===== config.mk =====
export PLATFORM = sky130hd
export DESIGN_NAME = memory_stage_flat
export DESIGN_NICKNAME = d
export VERILOG_FILES = /design/src/rtl/misc_v_pkg.sv /design/src/rtl/memory_stage_if.sv /design/src/rtl/dmem_req_ctrl.sv /design/src/rtl/memory_stage.sv /design/src/flat_wrapper.sv
export SDC_FILE = /design/constraint.sdc
export NUM_CORES = 1
export LEC_CHECK = 0
export ABC_AREA = 1
export BUFFER_PORTS_ARGS = -buffer_cell sky130_fd_sc_hd__buf_4
export CORE_UTILIZATION = 52
export DETAILED_ROUTE_END_ITERATION = 10
export PLACE_DENSITY = 0.82
export SETUP_SLACK_MARGIN = 0.15
export SLEW_MARGIN = 40
export SYNTH_ARGS = -nofsm -noshare
export SYNTH_HDL_FRONTEND = slang
export SYNTH_SLANG_ARGS = --single-unit
export TNS_END_PERCENT = 50

===== constraint.sdc =====
create_clock -name clk -period 9 [get_ports clk]
set_input_delay 2.7 -clock clk [delete_from_list [all_inputs] [get_ports clk]]
set_output_delay 2.7 -clock clk [all_outputs]
set_load 0.02 [all_outputs]

===== src/rtl/misc_v_pkg.sv =====
// misc_v_pkg: shared widths, memory-stage state type and helpers for the MISC-V core
package misc_v_pkg;
    localparam int XLEN = 16;
    localparam int RADDR_W = 3;
    typedef enum logic [1:0] {IDLE, BUSY, FAULT} mem_state_t;
    function automatic logic [15:0] sat_inc16(input logic [15:0] v);
        return &v ? v : v + 16'd1;
    endfunction
endpackage


===== src/rtl/memory_stage_if.sv =====
// memory_stage_if: Execute, data-memory and Writeback signals around the memory stage
interface memory_stage_if;
    import misc_v_pkg::*;
    logic ex_valid;
    logic ex_ready;
    logic [XLEN-1:0] ex_alu_result;
    logic [XLEN-1:0] ex_store_data;
    logic [RADDR_W-1:0] ex_rd;
    logic ex_reg_write;
    logic ex_mem_read;
    logic ex_mem_write;
    logic dmem_req;
    logic dmem_we;
    logic [XLEN-1:0] dmem_addr;
    logic [XLEN-1:0] dmem_wdata;
    logic [XLEN-1:0] dmem_rdata;
    logic dmem_ack;
    logic wb_valid;
    logic wb_reg_write;
    logic [RADDR_W-1:0] wb_rd;
    logic [XLEN-1:0] wb_data;
    modport slave(
        input ex_valid, ex_alu_result, ex_store_data, ex_rd, ex_reg_write, ex_mem_read,
              ex_mem_write, dmem_rdata, dmem_ack,
        output ex_ready, dmem_req, dmem_we, dmem_addr, dmem_wdata, wb_valid, wb_reg_write,
               wb_rd, wb_data
    );
    modport master(
        output ex_valid, ex_alu_result, ex_store_data, ex_rd, ex_reg_write, ex_mem_read,
               ex_mem_write, dmem_rdata, dmem_ack,
        input ex_ready, dmem_req, dmem_we, dmem_addr, dmem_wdata, wb_valid, wb_reg_write,
              wb_rd, wb_data
    );
endinterface


===== src/rtl/dmem_req_ctrl.sv =====
// dmem_req_ctrl: IDLE/BUSY/FAULT access sequencer with hung-memory timeout and dmem drive
module dmem_req_ctrl
    import misc_v_pkg::*;
#(
    parameter int TIMEOUT_CYCLES = 64
) (
    input  logic            clk,
    input  logic            reset,
    input  logic            start,
    input  logic            we,
    input  logic [XLEN-1:0] addr,
    input  logic [XLEN-1:0] wdata,
    input  logic            ack,
    output logic            req,
    output logic            dmem_we,
    output logic [XLEN-1:0] dmem_addr,
    output logic [XLEN-1:0] dmem_wdata,
    output logic            done,
    output logic            idle,
    output logic            fault
);
    localparam int CW = $clog2(TIMEOUT_CYCLES + 1);
    localparam logic [CW-1:0] LIMIT = CW'(TIMEOUT_CYCLES);
    mem_state_t state, state_nx;
    logic [CW-1:0] cnt, cnt_nx;
    always_ff @(posedge clk or posedge reset)
        if (reset) begin
            state <= IDLE;
            cnt <= '0;
        end else begin
            state <= state_nx;
            cnt <= cnt_nx;
        end
    always_comb begin
        state_nx = state;
        cnt_nx = cnt;
        case (state)
            IDLE: begin
                cnt_nx = '0;
                state_nx = start ? BUSY : IDLE;
            end
            BUSY: begin
                cnt_nx = ack ? cnt : cnt + 1'b1;
                state_nx = ack ? IDLE : (cnt_nx == LIMIT ? FAULT : BUSY);
            end
            default: state_nx = FAULT;
        endcase
    end
    // req is a pure decode of the state flop, so async reset drops it at once
    always_comb begin
        req = state == BUSY;
        done = req & ack;
        idle = state == IDLE;
        fault = state == FAULT;
        dmem_we = req & we;
        dmem_addr = addr;
        dmem_wdata = wdata;
    end
endmodule


===== src/rtl/memory_stage.sv =====
// memory_stage: data-memory access stage between Execute and Writeback, with stall accounting
module memory_stage
    import misc_v_pkg::*;
#(
    parameter int TIMEOUT_CYCLES = 64
) (
    input  logic          clk,
    input  logic          reset,
    memory_stage_if.slave bus,
    output logic          mem_fault,
    output logic [15:0]   stall_count
);
    logic mem_op, accept, done, idle, we_q, rw_q;
    logic [XLEN-1:0] addr_q, wdata_q;
    logic [RADDR_W-1:0] rd_q;
    assign mem_op = bus.ex_mem_read | bus.ex_mem_write;
    assign bus.ex_ready = idle & ~reset;
    assign accept = bus.ex_valid & bus.ex_ready;
    always_ff @(posedge clk or posedge reset)
        if (reset) begin
            we_q <= 1'b0;
            addr_q <= '0;
            wdata_q <= '0;
            rd_q <= '0;
            rw_q <= 1'b0;
        end else if (accept & mem_op) begin
            we_q <= bus.ex_mem_write;
            addr_q <= bus.ex_alu_result;
            wdata_q <= bus.ex_store_data;
            rd_q <= bus.ex_rd;
            rw_q <= bus.ex_reg_write;
        end
    // accept and done are exclusive: one needs IDLE, the other BUSY
    always_ff @(posedge clk or posedge reset)
        if (reset) begin
            bus.wb_valid <= 1'b0;
            bus.wb_reg_write <= 1'b0;
            bus.wb_rd <= '0;
            bus.wb_data <= '0;
            stall_count <= '0;
        end else begin
            bus.wb_valid <= (accept & ~mem_op) | done;
            if (accept & ~mem_op) begin
                bus.wb_rd <= bus.ex_rd;
                bus.wb_reg_write <= bus.ex_reg_write & |bus.ex_rd;
                bus.wb_data <= bus.ex_alu_result;
            end else if (done) begin
                bus.wb_rd <= rd_q;
                bus.wb_reg_write <= rw_q & ~we_q & |rd_q;
                bus.wb_data <= we_q ? addr_q : bus.dmem_rdata;
            end
            stall_count <= bus.ex_ready ? stall_count : sat_inc16(stall_count);
        end
    dmem_req_ctrl #(.TIMEOUT_CYCLES(TIMEOUT_CYCLES)) u_ctrl (
        .clk(clk),
        .reset(reset),
        .start(accept & mem_op),
        .we(we_q),
        .addr(addr_q),
        .wdata(wdata_q),
        .ack(bus.dmem_ack),
        .req(bus.dmem_req),
        .dmem_we(bus.dmem_we),
        .dmem_addr(bus.dmem_addr),
        .dmem_wdata(bus.dmem_wdata),
        .done(done),
        .idle(idle),
        .fault(mem_fault)
    );
endmodule


===== src/flat_wrapper.sv =====
// flat-port wrapper written by rule: the top's interface ports become plain ports
module memory_stage_flat import misc_v_pkg::*;
#(
    parameter int TIMEOUT_CYCLES = 64
)
  (clk, reset, mem_fault, stall_count, bus_ex_valid, bus_ex_alu_result, bus_ex_store_data, bus_ex_rd, bus_ex_reg_write, bus_ex_mem_read, bus_ex_mem_write, bus_dmem_rdata, bus_dmem_ack, bus_ex_ready, bus_dmem_req, bus_dmem_we, bus_dmem_addr, bus_dmem_wdata, bus_wb_valid, bus_wb_reg_write, bus_wb_rd, bus_wb_data);
  memory_stage_if bus_i ();
  input  logic clk;
  input  logic reset;
  output logic mem_fault;
  output logic [15:0] stall_count;
  input wire logic [$bits(bus_i.ex_valid)-1:0] bus_ex_valid;
  input wire logic [$bits(bus_i.ex_alu_result)-1:0] bus_ex_alu_result;
  input wire logic [$bits(bus_i.ex_store_data)-1:0] bus_ex_store_data;
  input wire logic [$bits(bus_i.ex_rd)-1:0] bus_ex_rd;
  input wire logic [$bits(bus_i.ex_reg_write)-1:0] bus_ex_reg_write;
  input wire logic [$bits(bus_i.ex_mem_read)-1:0] bus_ex_mem_read;
  input wire logic [$bits(bus_i.ex_mem_write)-1:0] bus_ex_mem_write;
  input wire logic [$bits(bus_i.dmem_rdata)-1:0] bus_dmem_rdata;
  input wire logic [$bits(bus_i.dmem_ack)-1:0] bus_dmem_ack;
  output wire logic [$bits(bus_i.ex_ready)-1:0] bus_ex_ready;
  output wire logic [$bits(bus_i.dmem_req)-1:0] bus_dmem_req;
  output wire logic [$bits(bus_i.dmem_we)-1:0] bus_dmem_we;
  output wire logic [$bits(bus_i.dmem_addr)-1:0] bus_dmem_addr;
  output wire logic [$bits(bus_i.dmem_wdata)-1:0] bus_dmem_wdata;
  output wire logic [$bits(bus_i.wb_valid)-1:0] bus_wb_valid;
  output wire logic [$bits(bus_i.wb_reg_write)-1:0] bus_wb_reg_write;
  output wire logic [$bits(bus_i.wb_rd)-1:0] bus_wb_rd;
  output wire logic [$bits(bus_i.wb_data)-1:0] bus_wb_data;
  assign bus_i.ex_valid = bus_ex_valid;
  assign bus_i.ex_alu_result = bus_ex_alu_result;
  assign bus_i.ex_store_data = bus_ex_store_data;
  assign bus_i.ex_rd = bus_ex_rd;
  assign bus_i.ex_reg_write = bus_ex_reg_write;
  assign bus_i.ex_mem_read = bus_ex_mem_read;
  assign bus_i.ex_mem_write = bus_ex_mem_write;
  assign bus_i.dmem_rdata = bus_dmem_rdata;
  assign bus_i.dmem_ack = bus_dmem_ack;
  assign bus_ex_ready = bus_i.ex_ready;
  assign bus_dmem_req = bus_i.dmem_req;
  assign bus_dmem_we = bus_i.dmem_we;
  assign bus_dmem_addr = bus_i.dmem_addr;
  assign bus_dmem_wdata = bus_i.dmem_wdata;
  assign bus_wb_valid = bus_i.wb_valid;
  assign bus_wb_reg_write = bus_i.wb_reg_write;
  assign bus_wb_rd = bus_i.wb_rd;
  assign bus_wb_data = bus_i.wb_data;
  memory_stage #(.TIMEOUT_CYCLES(TIMEOUT_CYCLES)) u_core (.clk(clk), .reset(reset), .bus(bus_i), .mem_fault(mem_fault), .stall_count(stall_count));
endmodule

==> qor.txt <==
Yosys reg bits = 83
min cycle time layout = 6.34 ns
peak supply drop = 0.0000815 V
Syn Nets = 564
CP required = 6.30 ns
final wirelength = 10100 um
main area contributors after synthesis = dfrtp_1 (52%), nand2_1 (21%), inv_1 (3.9%)
core footprint = 0.00733 mm2
Worst EP arrival = 3.64 ns
gp weighted congestion = 0.887
Clock Skews = 0.00752 ns
I/O pin count = 131
root buf cell = clkbuf_8
slowest stage delay, CP = 0.34 ns
grt total ovfl = 0
average vias per placed instance = 5.08
number of synthesized flops with an enable pin = 0
cts bufs inserted = 9
dpl cells = 718
pwr dens = 132 mW/mm2
largest net degree at the start of global routing = 60
biggest area consumer among synthesized cells = dfrtp_1
die area = 0.00803 mm2
worst-path fanout max = 26
n_diodes = 0
H-tree Lvls = 3
most frequent cell after synthesis = nand2_1
crit path cell chain = buf_4, clkinv_2, nand2_1, inv_2, buf_4
cells after synthesis = 504
Mapped Area = 0.00399 mm2
max-cap viol count = 0
Final nets = 690
Die H = 89.6 um
Mean Syn Cell Area = 7.91 um2
vias in the first global route = 3644
Synth Flop Type = dfrtp_1
fmax = 0.158 GHz
Synth cell types = 31
Post-Layout Cell Count = 734
Slowest-stage cell, CP = clkinv_2
CTS tree = yes
top cell type's share of synthesized area = 0.521
IO Port Bufs = 130
measured slew at the worst slew-check pin = 0.744 ns
HP Class = reg -> reg
num rows = 31
Max-slew headroom = 0.504
global-route wire length before repair = 16200 um
finished layout cell area = 0.00523 mm2
DP HPWL = 7230 um
sequential area share after synthesis = 0.521
Post-CTS Setup Bufs = 0
Filler Cell Count = 604
drt first pass iters = 4
setup TNS = 0 ns
initial antenna violation count = 0
via count = 3731
Area after DPL = 0.00502 mm2
Crit. End Element = output port
YS warnings = 0
Final ANT Viol Nets = 0
clock buffer depth = 2
setup ws final = 2.66 ns
RSZ-0062 raised after global routing = no
final setup fails = 0
status = finished clean
Global Route Usage Sum = 0.264
Worst-Skew Late Latency = 0.34 ns
Synth top cells by count = nand2_1 (222), dfrtp_1 (83), inv_1 (41)
post-CTS sizing = 0
DRC = 0
Hold Buf Count CTS = 0
clock slew at reported path FFs = 0.08 ns
Die Wd = 89.6 um
Final Hold Vio Count = 0
DRT iter0 DRCs = 165
share of layout cells above drive strength 1 = 0.263
Leak = 0.00281 uW
# clock sinks = 83
Slew Limit Fails = 0
Area Overhead vs Synth = 31.2%
FFs w/ async S/R, synth = 1.00
Wirelength per Cell = 13.8 um
CP Launch Type = input pin
cell mode on critical path = buf_4
Initial Util = 0.544
crit path buf inv count = 4
kind of cell adding the most delay to the critical path = buffers and inverters
post-layout util = 0.714
post-route clock period utilization = 0.704
pre-CTS WS = 2.60 ns
Worst Path Class, Setup = in -> out
## per-stage QoR
step           hold slack, ns  power, uW
2_1_floorplan           0.450        390
3_3_place_gp            0.464        414
3_5_place_dp            0.468        415
4_1_cts                 0.489        694
5_1_grt                 0.506        714
6_report                0.485        688
## placed cells by master (no fill, tap or decap), types with 3 or more instances in the layout
cell / n
nand2_1: 222
buf_4: 134
dfrtp_1: 82
inv_1: 40
nand3_1: 29
nor2_1: 22
o21ai_1: 20
o211ai_1: 16
clkbuf_8: 12
o21ai_0: 8
xnor2_1: 8
xor2_1: 5
inv_2: 4
o22ai_1: 4
nand2_2: 3
## area by class of cell
class | count | area, um2 | area share
Timing Repair Buffer | 134 | 1010 | 0.192
Sequential cell | 83 | 2080 | 0.397
Tap cell | 99 | 124 | 0.0237
Clock inverter | 3 | 45.0 | 0.00861
Clock buffer | 13 | 169 | 0.0323
Inverter | 47 | 181 | 0.0347
Multi-Input combinational cell | 355 | 1630 | 0.311
## state kept, by name (all words and copies together), names as in the netlist
name	cells
u_core.addr_q	16
u_core.bus.wb_data	16
u_core.bus.wb_valid	1
u_core.rd_q	3
u_core.we_q	1
u_core.bus.wb_reg_write	1
u_core.u_ctrl.state	2
u_core.rw_q	1
u_core.wdata_q	16
u_core.stall_count	16
u_core.u_ctrl.cnt	7
u_core.bus.wb_rd	3
## path summary, 6_finish.rpt
| path | cells after the start | end | from | slack [ns] |
|---|---|---|---|---|
| min in group asynchronous | 2 | u_core.stall_count[13] | reset | 2.34 |
| hold reg to reg | 2 | u_core.wdata_q[12] | u_core.wdata_q[12] | 0.49 |
| max in group asynchronous | 3 | u_core.we_q | reset | 5.54 |
| setup / recovery | 5 | bus_ex_ready | reset | 2.66 |
| hold / removal | 2 | u_core.wdata_q[12] | u_core.wdata_q[12] | 0.49 |
| setup reg to reg | 9 | u_core.rd_q[2] | u_core.u_ctrl.state[0] | 6.69 |
## tightest hold or removal path: stages (launching register included)
cell and delay [ns]:
dfrtp_1 0.35, nand2_1 0.05, nand2_1 0.05
## power breakdown
group | total, uW | switching (uW) | internal, uW
registers | 373 | 0.135 | 373
clock network | 281 | 130 | 151
logic | 33.7 | 16.2 | 17.5
total | 688 | 147 | 542
## routing by layer
metal,part of all wire,vias to the layer above,GRT usage
met2,0.51,114,0.446
met5,0,-,0
met3,0.051,19,0.0503
met1,0.42,1768,0.331
met4,0.017,0,0.115
li1,-,1830,-
## kinds of logic (layout without fill, tap and decap cells)
family | after synthesis | in the layout | synth area share
buf+inv | 66 | 197 | 0.0709
fa+ha+maj | 2 | 2 | 0.00627
xor+xnor | 13 | 13 | 0.0285
simple gates | 288 | 288 | 0.295
compound gates | 52 | 52 | 0.0784
flops | 83 | 83 | 0.521
Power figures use the tool's default switching activity.
